## config.mk

```make
export PLATFORM = sky130hd
export DESIGN_NAME = atm_ctrl_p
export DESIGN_NICKNAME = d
export VERILOG_FILES = /design/src/rtl/atm_pkg.sv /design/src/rtl/atm_acct_table.sv /design/src/rtl/atm_ctrl_p.sv
export SDC_FILE = /design/constraint.sdc
export NUM_CORES = 1
export LEC_CHECK = 0
export ABC_AREA = 1
export ABC_CLOCK_PERIOD_IN_PS = 5500
export CORE_MARGIN = 4
export CORE_UTILIZATION = 45
export DETAILED_ROUTE_END_ITERATION = 8
export PLACE_DENSITY = 0.62
export SLEW_MARGIN = 15
export SYNTH_ARGS = -nofsm -noshare
export SYNTH_HDL_FRONTEND = slang
export SYNTH_SLANG_ARGS = --single-unit
```

## constraint.sdc

```tcl
create_clock -name clk -period 5.5 [get_ports clk]
set_clock_uncertainty 0.15 [all_clocks]
set_input_delay 1.1 -clock clk [delete_from_list [all_inputs] [get_ports clk]]
set_output_delay 1.1 -clock clk [all_outputs]
set_load 0.02 [all_outputs]
```

## src/rtl/atm_pkg.sv

```systemverilog
// atm_pkg: shared FSM state, request op, transaction type and
// response code constants for the ATM controller.
package atm_pkg;

    localparam logic [2:0] S_IDLE   = 3'd0;
    localparam logic [2:0] S_SEARCH = 3'd1;
    localparam logic [2:0] S_AUTH   = 3'd2;
    localparam logic [2:0] S_MENU   = 3'd3;
    localparam logic [2:0] S_EXEC   = 3'd4;
    localparam logic [2:0] S_RESP   = 3'd5;

    localparam logic [1:0] OP_CARD = 2'd0;
    localparam logic [1:0] OP_PIN  = 2'd1;
    localparam logic [1:0] OP_TXN  = 2'd2;
    localparam logic [1:0] OP_END  = 2'd3;

    localparam logic [1:0] TXN_BAL = 2'd0;
    localparam logic [1:0] TXN_WDL = 2'd1;
    localparam logic [1:0] TXN_DEP = 2'd2;

    localparam logic [2:0] RC_OK     = 3'd0;
    localparam logic [2:0] RC_NOACCT = 3'd1;
    localparam logic [2:0] RC_BADPIN = 3'd2;
    localparam logic [2:0] RC_LOCKED = 3'd3;
    localparam logic [2:0] RC_LIMIT  = 3'd4;
    localparam logic [2:0] RC_NSF    = 3'd5;
    localparam logic [2:0] RC_OVFL   = 3'd6;
    localparam logic [2:0] RC_SEQ    = 3'd7;

    function automatic logic state_ready(input logic [2:0] s);
        return (s == S_IDLE) || (s == S_AUTH) || (s == S_MENU);
    endfunction

endpackage

```

## src/rtl/atm_acct_table.sv

```systemverilog
// atm_acct_table: account store with valid/lock bits; a provisioning
// write always overrides a same-cycle balance update to that entry.
module atm_acct_table #(
    parameter int NUM_ACCTS = 16,
    parameter int ACCT_W    = 16,
    parameter int PIN_W     = 8,
    parameter int BAL_W     = 16,
    localparam int AW = $clog2(NUM_ACCTS),
    localparam int DW = ACCT_W + PIN_W + BAL_W
) (
    input  logic              clk,
    input  logic              rst,
    input  logic              prov_we,
    input  logic [AW-1:0]     prov_addr,
    input  logic [DW-1:0]     prov_data,
    input  logic              upd_we,
    input  logic [AW-1:0]     upd_idx,
    input  logic [BAL_W-1:0]  upd_bal,
    input  logic              lock_set,
    input  logic [AW-1:0]     lock_idx,
    input  logic [AW-1:0]     scan_idx,
    output logic              scan_valid,
    output logic              scan_lock,
    output logic [ACCT_W-1:0] scan_acct,
    output logic [BAL_W-1:0]  scan_bal,
    input  logic [AW-1:0]     cur_idx,
    output logic [PIN_W-1:0]  cur_pin,
    output logic [BAL_W-1:0]  cur_bal,
    output logic              conflict
);

    logic [DW-1:0]        mem [NUM_ACCTS];
    logic [NUM_ACCTS-1:0] vld;
    logic [NUM_ACCTS-1:0] lck;

    assign conflict   = prov_we && upd_we && (prov_addr == upd_idx);

    assign scan_valid = vld[scan_idx];
    assign scan_lock  = lck[scan_idx];
    assign scan_acct  = mem[scan_idx][DW-1 -: ACCT_W];
    assign scan_bal   = mem[scan_idx][BAL_W-1:0];
    assign cur_pin    = mem[cur_idx][BAL_W +: PIN_W];
    assign cur_bal    = mem[cur_idx][BAL_W-1:0];

    always_ff @(posedge clk) begin
        if (rst) begin
            vld <= '0;
            lck <= '0;
        end else begin
            if (lock_set)
                lck[lock_idx] <= 1'b1;
            if (prov_we) begin
                vld[prov_addr] <= 1'b1;
                lck[prov_addr] <= 1'b0;
            end
        end
    end

    // data survives reset; only the valid/lock bits are cleared
    always_ff @(posedge clk) begin
        if (!rst) begin
            if (upd_we && !conflict)
                mem[upd_idx][BAL_W-1:0] <= upd_bal;
            if (prov_we)
                mem[prov_addr] <= prov_data;
        end
    end

endmodule

```

## src/rtl/atm_ctrl_p.sv

```systemverilog
// atm_ctrl_p: ATM session controller -- card lookup by linear scan,
// PIN check with lockout, and balance/withdraw/deposit transactions.
module atm_ctrl_p
    import atm_pkg::*;
#(
    parameter int NUM_ACCTS = 16,
    parameter int ACCT_W    = 16,
    parameter int PIN_W     = 8,
    parameter int BAL_W     = 16,
    parameter int MAX_TRIES = 3,
    parameter int MIN_BAL   = 'h500,
    parameter int MAX_WDL   = 'h4000,
    localparam int AW = $clog2(NUM_ACCTS),
    localparam int DW = ACCT_W + PIN_W + BAL_W
) (
    input  logic              clk,
    input  logic              rst,
    input  logic              prov_we,
    input  logic [AW-1:0]     prov_addr,
    input  logic [DW-1:0]     prov_data,
    input  logic              req_valid,
    output logic              req_ready,
    input  logic [1:0]        req_op,
    input  logic [ACCT_W-1:0] req_acct,
    input  logic [PIN_W-1:0]  req_pin,
    input  logic [1:0]        req_txn,
    input  logic [BAL_W-1:0]  req_amt,
    output logic              rsp_valid,
    output logic [2:0]        rsp_code,
    output logic [BAL_W-1:0]  rsp_bal,
    output logic              session
);

    localparam int TW  = $clog2(MAX_TRIES + 1);
    localparam int BW1 = BAL_W + 1;
    localparam logic [TW-1:0]  MAXT = TW'(MAX_TRIES);
    localparam logic [BAL_W:0] MINB = BW1'(MIN_BAL);
    localparam logic [BAL_W:0] MAXW = BW1'(MAX_WDL);
    localparam logic [AW-1:0]  LAST = AW'(NUM_ACCTS - 1);

    logic [2:0]        state;
    logic [2:0]        ret;
    logic [AW-1:0]     sidx;
    logic [AW-1:0]     cur;
    logic [TW-1:0]     tries;
    logic [ACCT_W-1:0] acct_r;
    logic [1:0]        txn_r;
    logic [BAL_W-1:0]  amt_r;

    logic              scan_valid;
    logic              scan_lock;
    logic [ACCT_W-1:0] scan_acct;
    logic [BAL_W-1:0]  scan_bal;
    logic [PIN_W-1:0]  cur_pin;
    logic [BAL_W-1:0]  cur_bal;
    logic              conflict;

    logic              acc;
    logic              scan_hit;
    logic              pin_ok;
    logic              lock_set;
    logic              upd_we;
    logic [TW-1:0]     tries_inc;
    logic [BAL_W:0]    wneed;
    logic [BAL_W:0]    dsum;

    logic              ex_we;
    logic [2:0]        ex_code;
    logic [BAL_W-1:0]  ex_new;
    logic [2:0]        ex_code_f;
    logic [BAL_W-1:0]  ex_bal_f;

    assign req_ready = state_ready(state);
    assign rsp_valid = (state == S_RESP);
    assign acc       = req_valid && req_ready;
    assign scan_hit  = scan_valid && (scan_acct == acct_r);
    assign pin_ok    = (req_pin == cur_pin);
    assign tries_inc = tries + TW'(1);
    assign lock_set  = acc && (state == S_AUTH) && (req_op == OP_PIN)
                     && !pin_ok && (tries_inc == MAXT);

    // both limit checks are done one bit wider so nothing wraps
    assign wneed = {1'b0, amt_r} + MINB;
    assign dsum  = {1'b0, cur_bal} + {1'b0, amt_r};

    always_comb begin
        ex_we   = 1'b0;
        ex_code = RC_OK;
        ex_new  = cur_bal;
        if (txn_r == TXN_WDL) begin
            if ({1'b0, amt_r} > MAXW) begin
                ex_code = RC_LIMIT;
            end else if ({1'b0, cur_bal} < wneed) begin
                ex_code = RC_NSF;
            end else begin
                ex_we  = 1'b1;
                ex_new = cur_bal - amt_r;
            end
        end else if (txn_r == TXN_DEP) begin
            if (dsum[BAL_W]) begin
                ex_code = RC_OVFL;
            end else begin
                ex_we  = 1'b1;
                ex_new = dsum[BAL_W-1:0];
            end
        end else if (txn_r != TXN_BAL) begin
            ex_code = RC_SEQ;
        end
    end

    assign upd_we    = (state == S_EXEC) && ex_we;
    assign ex_code_f = conflict ? RC_SEQ : ex_code;
    assign ex_bal_f  = conflict ? prov_data[BAL_W-1:0] : ex_new;

    atm_acct_table #(
        .NUM_ACCTS (NUM_ACCTS),
        .ACCT_W    (ACCT_W),
        .PIN_W     (PIN_W),
        .BAL_W     (BAL_W)
    ) u_table (
        .clk        (clk),
        .rst        (rst),
        .prov_we    (prov_we),
        .prov_addr  (prov_addr),
        .prov_data  (prov_data),
        .upd_we     (upd_we),
        .upd_idx    (cur),
        .upd_bal    (ex_new),
        .lock_set   (lock_set),
        .lock_idx   (cur),
        .scan_idx   (sidx),
        .scan_valid (scan_valid),
        .scan_lock  (scan_lock),
        .scan_acct  (scan_acct),
        .scan_bal   (scan_bal),
        .cur_idx    (cur),
        .cur_pin    (cur_pin),
        .cur_bal    (cur_bal),
        .conflict   (conflict)
    );

    always_ff @(posedge clk) begin
        if (rst) begin
            state    <= S_IDLE;
            ret      <= S_IDLE;
            sidx     <= '0;
            cur      <= '0;
            tries    <= '0;
            acct_r   <= '0;
            txn_r    <= '0;
            amt_r    <= '0;
            rsp_code <= RC_OK;
            rsp_bal  <= '0;
            session  <= 1'b0;
        end else begin
            case (state)
                S_IDLE: if (acc) begin
                    state   <= S_RESP;
                    ret     <= S_IDLE;
                    rsp_bal <= '0;
                    if (req_op == OP_CARD) begin
                        acct_r <= req_acct;
                        sidx   <= '0;
                        state  <= S_SEARCH;
                    end else begin
                        rsp_code <= (req_op == OP_END) ? RC_OK : RC_SEQ;
                    end
                end
                S_SEARCH: begin
                    if (scan_hit) begin
                        state <= S_RESP;
                        if (scan_lock) begin
                            rsp_code <= RC_LOCKED;
                            rsp_bal  <= '0;
                            ret      <= S_IDLE;
                        end else begin
                            rsp_code <= RC_OK;
                            rsp_bal  <= scan_bal;
                            ret      <= S_AUTH;
                            cur      <= sidx;
                            tries    <= '0;
                            session  <= 1'b1;
                        end
                    end else if (sidx == LAST) begin
                        state    <= S_RESP;
                        rsp_code <= RC_NOACCT;
                        rsp_bal  <= '0;
                        ret      <= S_IDLE;
                    end else begin
                        sidx <= sidx + AW'(1);
                    end
                end
                S_AUTH: if (acc) begin
                    state    <= S_RESP;
                    ret      <= S_AUTH;
                    rsp_bal  <= cur_bal;
                    rsp_code <= RC_SEQ;
                    if (req_op == OP_PIN) begin
                        if (pin_ok) begin
                            rsp_code <= RC_OK;
                            ret      <= S_MENU;
                        end else if (tries_inc == MAXT) begin
                            rsp_code <= RC_LOCKED;
                            ret      <= S_IDLE;
                            tries    <= '0;
                            session  <= 1'b0;
                        end else begin
                            rsp_code <= RC_BADPIN;
                            tries    <= tries_inc;
                        end
                    end else if (req_op == OP_END) begin
                        rsp_code <= RC_OK;
                        ret      <= S_IDLE;
                        session  <= 1'b0;
                    end
                end
                S_MENU: if (acc) begin
                    state    <= S_RESP;
                    ret      <= S_MENU;
                    rsp_bal  <= cur_bal;
                    rsp_code <= RC_SEQ;
                    if (req_op == OP_TXN) begin
                        txn_r <= req_txn;
                        amt_r <= req_amt;
                        state <= S_EXEC;
                    end else if (req_op == OP_END) begin
                        rsp_code <= RC_OK;
                        ret      <= S_IDLE;
                        session  <= 1'b0;
                    end
                end
                S_EXEC: begin
                    rsp_code <= ex_code_f;
                    rsp_bal  <= ex_bal_f;
                    ret      <= S_MENU;
                    state    <= S_RESP;
                end
                S_RESP: state <= ret;
                default: state <= S_IDLE;
            endcase
        end
    end

endmodule

```

After elaboration in Yosys (flattened, before gate mapping)
Memories as Yosys holds them, arrays and structs flattened. A register that Yosys moved wholly into a read port is not among the register bits.
Index checks and enable logic that the tools add are counted.
{ "word_totals": {"mem_bits_rw": 640, "word_cells": 198, "memories": 1, "regBits": 102, "output_inout_bits": 22, "input_bits": 92} }
{ "op_classes": {"muxes": 101, "bitwise": 5, "n_reduce_logical": 35, "add_sub_neg": 5, "eq_ne": 31, "magnitude_cmp": 7} }
{ "memory_table": {"columns": ["name", "depth", "width", "read_ports", "rd_ports_with_merged_regs", "wr", "line", "text"], "rows": [
  ["u_table.mem", 16, 40, 2, 2, 2, "atm_acct_table.sv:32", "logic [DW-1:0] mem [NUM_ACCTS];"]
]} }
{ "ops": {"columns": ["operator", "count"], "rows": [
  ["$mux 16", 14],
  ["$mux 3", 28],
  ["$pmux 16 s4", 1],
  ["$mux 4", 8],
  ["$or 16x16->16", 2],
  ["$pmux 3 s5", 2],
  ["$mux 2", 14],
  ["$mux 1", 26],
  ["$ne 2x2->1 const B", 10],
  ["$pmux 3 s6", 1],
  ["$add 16x11->17 const B", 1],
  ["$add 16x16->17", 1],
  ["$lt 16x17->1", 1],
  ["$and 16x16->16", 1],
  ["$eq 16x16->1", 1],
  ["$gt 16x15->1 const B", 1],
  ["$not 16->16", 1],
  ["$sub 16x16->16", 1],
  ["$lt 4x5->1 const B", 3],
  ["$logic_and 1x1->1", 12],
  ["$reduce_and 6->1", 2],
  ["$reduce_and 5->1", 2],
  ["$reduce_and 3->1", 3],
  ["$bmux 1 s4", 2],
  ["30 further kinds", 46]
]} }

Depth between registers and ports, before layout
Gate-level depths: netlist of run 1.
{ "depth": {"ltp_word": 13, "mapped_depth": 32, "ltp_nobuf": 27} }

Cells and area by module
From an unflattened synthesis of run 1, not the netlist that was laid out.
{ "unflattened": {"hier_cells": 5237, "area_unflattened_um2": 41355.9} }
{ "by_module_without_submodules": {"columns": ["module", "cells_each", "area_per_inst_um2", "seq_area_each_um2", "n_inst"], "rows": [
  ["atm_acct_table", 4100, 34559.4, 19859.0, 1],
  ["atm_ctrl_p", 1137, 6796.5, 1381.3, 1]
]} }

Worst setup path before layout of run 1
No wires, ideal clock.
{ "synth_timing": {"kind": "register -> register", "from": "register (tool-made name)", "to": "memory u_table.mem[0][0] (netlist bit) (enable)", "setup_time_ns": 0.416, "required_time_ns": 4.934, "path_stages_with_launch": 25, "period_less_slack_ns": 5.119, "setup_slack_ns": 0.381, "path_buffers": 7, "arrival_ns": 4.553, "cell_sequence": "dfxtp_1 buf_2 buf_2 buf_2 clkbuf_1 nand2_1 o211ai_1 nand3_1 nand3_1 nand2_1 ha_1 buf_2 inv_1 a21oi_1 nor2_1 nor2_1 nand2_1 nand2_1 nand3_1 nand2_1 nand2_1 or3_1 clkbuf_1 buf_2 o32ai_1"} }
{ "synth_lines": {"columns": ["element", "line"], "rows": [
  ["end: declaration", "atm_acct_table.sv:32"]
]} }

==> results of run 1 <==
==> synthesized netlist by cell type (2+ instances only) <==
cell type | count | area share
nor3_1 | 11 | 0.0014
nand2_1 | 1152 | 0.11
a31oi_1 | 24 | 0.0038
o32ai_1 | 15 | 0.0033
nor4_1 | 3 | 0.00047
o22ai_1 | 23 | 0.0036
ha_1 | 41 | 0.013
nor2_1 | 421 | 0.040
o21bai_1 | 3 | 0.00057
buf_6 | 4 | 0.0011
o221ai_1 | 2 | 0.00044
nand3_2 | 2 | 0.00051
nand3_1 | 434 | 0.055
o21a_1 | 2 | 0.00038
xnor2_1 | 3 | 0.00066
o21ai_0 | 618 | 0.078
buf_4 | 22 | 0.0042
nor2_2 | 2 | 0.00032
nand4_1 | 38 | 0.0060
dfxtp_1 | 109 | 0.055
edfxtp_1 | 640 | 0.49
or2_2 | 2 | 0.00032
o211ai_1 | 99 | 0.019
and2_1 | 2 | 0.00032
o21ai_1 | 6 | 0.00076
nand3b_1 | 9 | 0.0017
buf_2 | 71 | 0.0090
clkinv_1 | 2 | 0.00019
o2111ai_1 | 4 | 0.00089
xor2_1 | 21 | 0.0046
inv_1 | 429 | 0.041
clkbuf_1 | 203 | 0.019
inv_2 | 6 | 0.00057
buf_1 | 32 | 0.0030
fa_1 | 2 | 0.0010
a21oi_1 | 268 | 0.034
==> power by group through the flow <==
| stage | clock network [mW] | logic [mW] | registers, mW |
|---|---|---|---|
| 2_1_floorplan | 0 | 2.78 | 6.46 |
| 3_3_place_gp | 0 | 3.99 | 6.50 |
| 3_5_place_dp | 0 | 4.01 | 6.50 |
| 4_1_cts | 5.65 | 4.03 | 6.39 |
| 5_1_grt | 5.91 | 4.48 | 6.40 |
| 6_report | 5.58 | 4.07 | 6.39 |
==> routing by layer <==
layer | vias to the layer above | GRT usage | part of all wire
met4 | 0 | 0.123 | 0.048
met3 | 273 | 0.0365 | 0.076
met1 | 16000 | 0.358 | 0.40
li1 | 16000 | - | -
met2 | 1489 | 0.444 | 0.47
met5 | - | 0 | 0
==> kinds of logic after synthesis <==
group,synth area share
flip-flops,0.541
AND/OR/NAND/NOR,0.216
XOR/XNOR,0.00531
adder cells (fa/ha/maj),0.0140
buffers and inverters,0.0782
AO/OA/AOI/OAI,0.146
==> critical path, delay by kind of cell, from the launching register on <==
family / cells / cell delay (ns)
buf+inv: 5 / 1.45
simple gates: 8 / 1.19
compound gates: 5 / 1.01
fa+ha+maj: 1 / 0.49
flops: 1 / 0.38
==> layout make-up <==
type                    count  area share
clock buffers             107      0.0496
multi-input cells        3215       0.345
flip-flops and latches    749       0.477
inverters                 438      0.0368
clock inverters            41      0.0105
diodes                      1   0.0000557
repair buffers            228      0.0488
well taps                1155      0.0322
==> state kept, by name, indices dropped and copies added, names as in the netlist, named ones only <==
signal and cells:
acct_r 16, amt_r 16, cur 4, ret 2
rsp_bal 16, rsp_code 3, session 1, sidx 4
state 3, tries 2, txn_r 2, u_table.lck 16
u_table.mem 640, u_table.vld 16
==> placed cells by master, fill, tap and decap left out, drive strengths merged, types with 15 or more instances in the layout <==
cell / instances
clkinv: 33
nor2: 423
edfxtp: 640
nand4: 38
inv: 437
o211ai: 99
dfxtp: 109
buf: 116
nand3: 436
clkdlybuf4s50: 112
xor2: 21
o21ai: 624
o22ai: 23
ha: 41
nand2: 1153
o32ai: 15
a21oi: 268
clkbuf: 107
a31oi: 24
==> per-stage QoR <==
stage | cells | utilization | cell area (um^2) | hold WS, ns | setup slack [ns]
finish | 5934 | 0.516 | 44900 | 0.300 | 0.375
global route | 5934 | 0.516 | 44900 | 0.322 | 0.0734
CTS | 5933 | 0.516 | 44900 | 0.301 | 0.510
detailed placement | 5785 | 0.485 | 42200 | 0.291 | 0.530
global placement | 5785 | 0.485 | 42200 | 0.288 | 0.519
floorplan | 4734 | - | 39600 | 0.277 | 0.381
==> worst max-delay path by stage <==
stage | from | slack (ns) | cells after the start | endpoint
4_1_cts | flip-flop | 0.51 | 19 | u_table.mem[2][9]$_DFFE_PP_
3_3_place_gp | flip-flop | 0.52 | 25 | rsp_bal[15]$_SDFFE_PP0P_
6_report | flip-flop | 0.37 | 19 | u_table.mem[2][9]$_DFFE_PP_
5_1_grt | flip-flop | 0.07 | 19 | u_table.mem[2][9]$_DFFE_PP_
3_5_place_dp | flip-flop | 0.53 | 19 | u_table.mem[2][12]$_DFFE_PP_
2_1_floorplan | flip-flop | 0.38 | 24 | u_table.mem[0][0]$_DFFE_PP_
==> flow_summary.yaml, run 1 <==
setup_path:
  arrival_ns: 5.26
  r2r_end: "u_table.mem[2][9]$_DFFE_PP_"
  end_kind: "flip-flop"
  criticalPathCategory: "reg2reg"
  rr_worst_depth: 19
  crit_required_ns: 5.64
  cp_cell_sequence: "buf_12 -> buf_4 -> a21oi_1 -> o21ai_0 -> nand3_1 -> nand3_1 -> nand2_1 -> ha_1 -> inv_1 -> a21oi_1 -> nand2_1 -> a21oi_1 -> nand3_1 -> nand2_1 -> nand2_1 -> or3_1 -> buf_4 -> o32ai_4 -> buf_4"
  slowest_stage: "ha_1"
  path_max_fanout: 86
  path_common_cell: "nand2_1"
  startpoint_type: "flip-flop"
  cp_slowest_stage_delay_ns: 0.49
  ff2ff_setup_slack_ns: 0.37
detailed_routing:
  routedWlPerCell_um: 21.9
  dr.pass1.iters: 9
  drt-initial-drc-count: 3853
  detail-route-antenna-nets: 0
  route.vias.total: 33700
  viasPerCell: 5.68
  wl_mm: 130
  drc_errors: 0
sta:
  worstMarginPinSlew_ns: 1.15
  fin_crit_sh: 0.932
  clock.fmax_mhz: 195
  hold_viol: 0
  slew_violations: 0
  fin_crit_ns: 5.13
  fin_setup_tns_ns: 0
  rsz0062_at_grt: "false"
  max-slew-margin-rel: 0.231
  finalSetupViolations: 0
pwr:
  p_seq_frac: 0.398
  power_density_mw_per_mm2: 357
  p_clk_frac: 0.348
  peakVddDrop_mv: 0.456
  power.internal_mw: 10.7
  p_switching_mw: 5.29
  totalPowerFinal_mw: 16.0
  combPwrFrac: 0.254
  p_sw_frac: 0.330
  p_leak_nw: 16.7
floorplan:
  die_area_mm2: 0.0927
  row_count: 108
  die_h_um: 304
  core_mm2: 0.0870
  io_pins: 114
  die_w_um: 304
  initial_utilization: 0.455
logic_synthesis:
  synth_area_mm2: 0.0396
  syn_avg_cell_area_um2: 8.36
  synth-edff-count: 640
  synth_flop_cell: "edfxtp_1"
  syn_nets: 4869
  yosysWarnings: 0
  ys_ff_latch: 749
  ys_seq_area_frac: 0.541
  ys_types: 45
  postSynthCellCount: 4734
  async_reset_ff_frac: 0
finish:
  seqCellArea_mm2: 0.0214
  layout.nets: 4849
  multi_input_area_mm2: 0.0155
  nFillCells: 8027
  syn2layout_area_growth_pct: 13.5
  drive_gt1_frac: 0.0611
grt:
  grt_first_pass_wirelength_mm: 193
  grt_usage: 0.270
  grt_overflow_total: 0
  antenna_found_initial: 1
  grt_pass1_vias: 30800
  grt_max_degree: 214
placed_design:
  finalWeightedCongestion: 0.971
  dp_hpwl_mm: 83.7
  port_buffers: 113
worst_hold_path:
  holdPathEnd: "u_table.vld[6]$_SDFFE_PP0P_"
  hold_start: "u_table.vld[6]$_SDFFE_PP0P_"
  min_path_cells: 2
  min_path_type: "reg2reg"
job:
  cap_violations: 0
clocking:
  clk_root_buffer_cell: "clkbuf_16"
  numCtsBuffers: 82
  cts-resized-gates: 0
  post_cts_buffers: 0
  cts_tree: "built"
  clk_path_buf_depth: 3
  clkTransAtPathRegs_ns: 0.06
  cts_hold_buf: 0
  clkSinkCount: 749
  htree_levels: 3
  clock_latency_ns: 0.66
status:
  run_status: "complete, no violations"
(Power assumes the default switching activity.)
==> inputs of run 2 (changes only) <==
CORE_MARGIN = default   (was 4)
==> flow_summary.yaml, run 2 (synthesis results as in run 1) <==
sta:
  fin_setup_tns_ns: 0
  fin_crit_sh: 0.951
  holdWs_ns: 0.301
  hold_viol: 0
  fin_crit_ns: 5.23
  worstMarginPinSlew_ns: 1.17
  finalSetupViolations: 0
  slew_violations: 0
  max-slew-margin-rel: 0.215
  clock.fmax_mhz: 191
  rsz0062_at_grt: "false"
finish:
  design_area_mm2: 0.0449
  drive_gt1_frac: 0.0609
  layout_commonest_cell: "nand2_1"
  antennaDiodeCount: 0
  nFillCells: 8073
  layout.nets: 4846
  fin_cells: 5935
  layout_common_cells: "nand2_1, edfxtp_1, o21ai_0, nand3_1, inv_1"
  regMostFlops: "u_table.mem"
  largest_reg_flops: 640
  syn2layout_area_growth_pct: 13.5
floorplan:
  row_count: 108
  die_w_um: 298
  die_area_mm2: 0.0891
  io_pins: 114
  initial_utilization: 0.455
  die_h_um: 298
  core_mm2: 0.0869
placed_design:
  finalWeightedCongestion: 0.980
  dp_hpwl_mm: 84.0
  place_area_mm2: 0.0422
  port_buffers: 113
  dp_cells: 5781
clocking:
  cts_hold_buf: 0
  cts-resized-gates: 0
  clock_latency_ns: 0.66
  post_cts_buffers: 0
  clkSinkCount: 749
  clk_root_buffer_cell: "clkbuf_16"
  clk_path_buf_depth: 3
  cts_tree: "built"
  numCtsBuffers: 83
  htree_levels: 3
  clkTransAtPathRegs_ns: 0.06
grt:
  use_met3: 0.0314
  busiest_layer: "met2"
  grt_usage: 0.286
  grt_pass1_vias: 30900
  grt_max_degree: 214
  met2_usage: 0.456
  grt_overflow_total: 0
  use_met1: 0.383
  grt_first_pass_wirelength_mm: 194
  antenna_found_initial: 0
setup_path:
  end_kind: "flip-flop"
  rr_worst_depth: 21
  criticalPathCategory: "reg2reg"
  crit_required_ns: 5.66
  arrival_ns: 5.38
  path_max_fanout: 35
  startpoint_type: "flip-flop"
detailed_routing:
  detail-route-antenna-nets: 0
  drt-initial-drc-count: 4129
  route.vias.total: 33900
  wl_mm: 130
  routedWlPerCell_um: 22.0
  dr.pass1.iters: 6
  viasPerCell: 5.71
  drc_errors: 0
worst_hold_path:
  hold_start: "u_table.vld[7]$_SDFFE_PP0P_"
  min_path_cells: 2
  min_path_type: "reg2reg"
status:
  run_status: "complete, no violations"
pwr:
  peakVddDrop_mv: 0.390
  power_density_mw_per_mm2: 355
  p_leak_nw: 16.6
job:
  cap_violations: 0
[run 2: cell count changes in the layout (fill, tap and decap cells not counted), moves of 2 or more]
cell and delta:
clkinv_1 +8, clkinv_2 +3, clkinvlp_4 +3, buf_4 -11, clkbuf_1 -6, buf_12 +7, clkbuf_8 -2, bufinv_16 -4
[run 2: stage by stage]
| stage | util | total power, mW | setup WS [ns] |
|---|---|---|---|
| 2_1_floorplan | - | 9.24 | 0.381 |
| 3_3_place_gp | 0.486 | 10.5 | 0.453 |
| 3_5_place_dp | 0.486 | 10.5 | 0.458 |
| 4_1_cts | 0.517 | 15.9 | 0.412 |
| 5_1_grt | 0.517 | 16.6 | 0.0343 |
| 6_report | 0.517 | 15.9 | 0.271 |
[run 2: layout make-up]
type / instances / area (um^2) / share of cell area
sequential: 749 / 21400 / 0.477
clock inverter: 54 / 465 / 0.0104
inverter: 438 / 1650 / 0.0367
timing repair buffer: 224 / 2250 / 0.0501
tap: 1155 / 1450 / 0.0322
multi-input combinational: 3215 / 15500 / 0.345
clock buffer: 100 / 2200 / 0.0490
[run 2: path summary, 6_finish.rpt]
| check | end | slack [ns] |
|---|---|---|
| setup / recovery | u_table.mem[0][14]$_DFFE_PP_ | 0.27 |
| hold / removal | u_table.vld[7]$_SDFFE_PP0P_ | 0.30 |
| setup reg to reg | u_table.mem[0][14]$_DFFE_PP_ | 0.27 |
| hold reg to reg | u_table.vld[7]$_SDFFE_PP0P_ | 0.30 |
[run 2: worst max-delay path, cell delays in order, from the launching register on]
cell	delay, ns
dfxtp_4	0.59
buf_4	0.47
a21oi_1	0.06
o21ai_0	0.09
nand3_1	0.10
nand3_1	0.17
nand2_1	0.35
ha_1	0.44
nand2_1	0.05
inv_1	0.04
nand2_1	0.05
nor2_1	0.34
and2_1	0.20
nand2_1	0.05
nand3_1	0.10
nand3_1	0.10
nand2_1	0.17
nand2_1	0.07
or3_1	0.31
buf_4	0.28
o32ai_4	0.25
buf_4	0.37
[run 2: power by group]
group / internal, mW / total (mW) / switching (mW)
Sequential: 6.26 / 6.41 / 0.145
Combinational: 1.18 / 4.04 / 2.86
Clock: 3.11 / 5.49 / 2.38
Total: 10.6 / 15.9 / 5.38
[run 2: metal layers]
| metal | up-vias | part of all wire |
|---|---|---|
| met1 | 15900 | 0.41 |
| met2 | 1635 | 0.46 |
| met5 | - | 0 |
| met3 | 308 | 0.077 |
| li1 | 16000 | - |
| met4 | 0 | 0.055 |
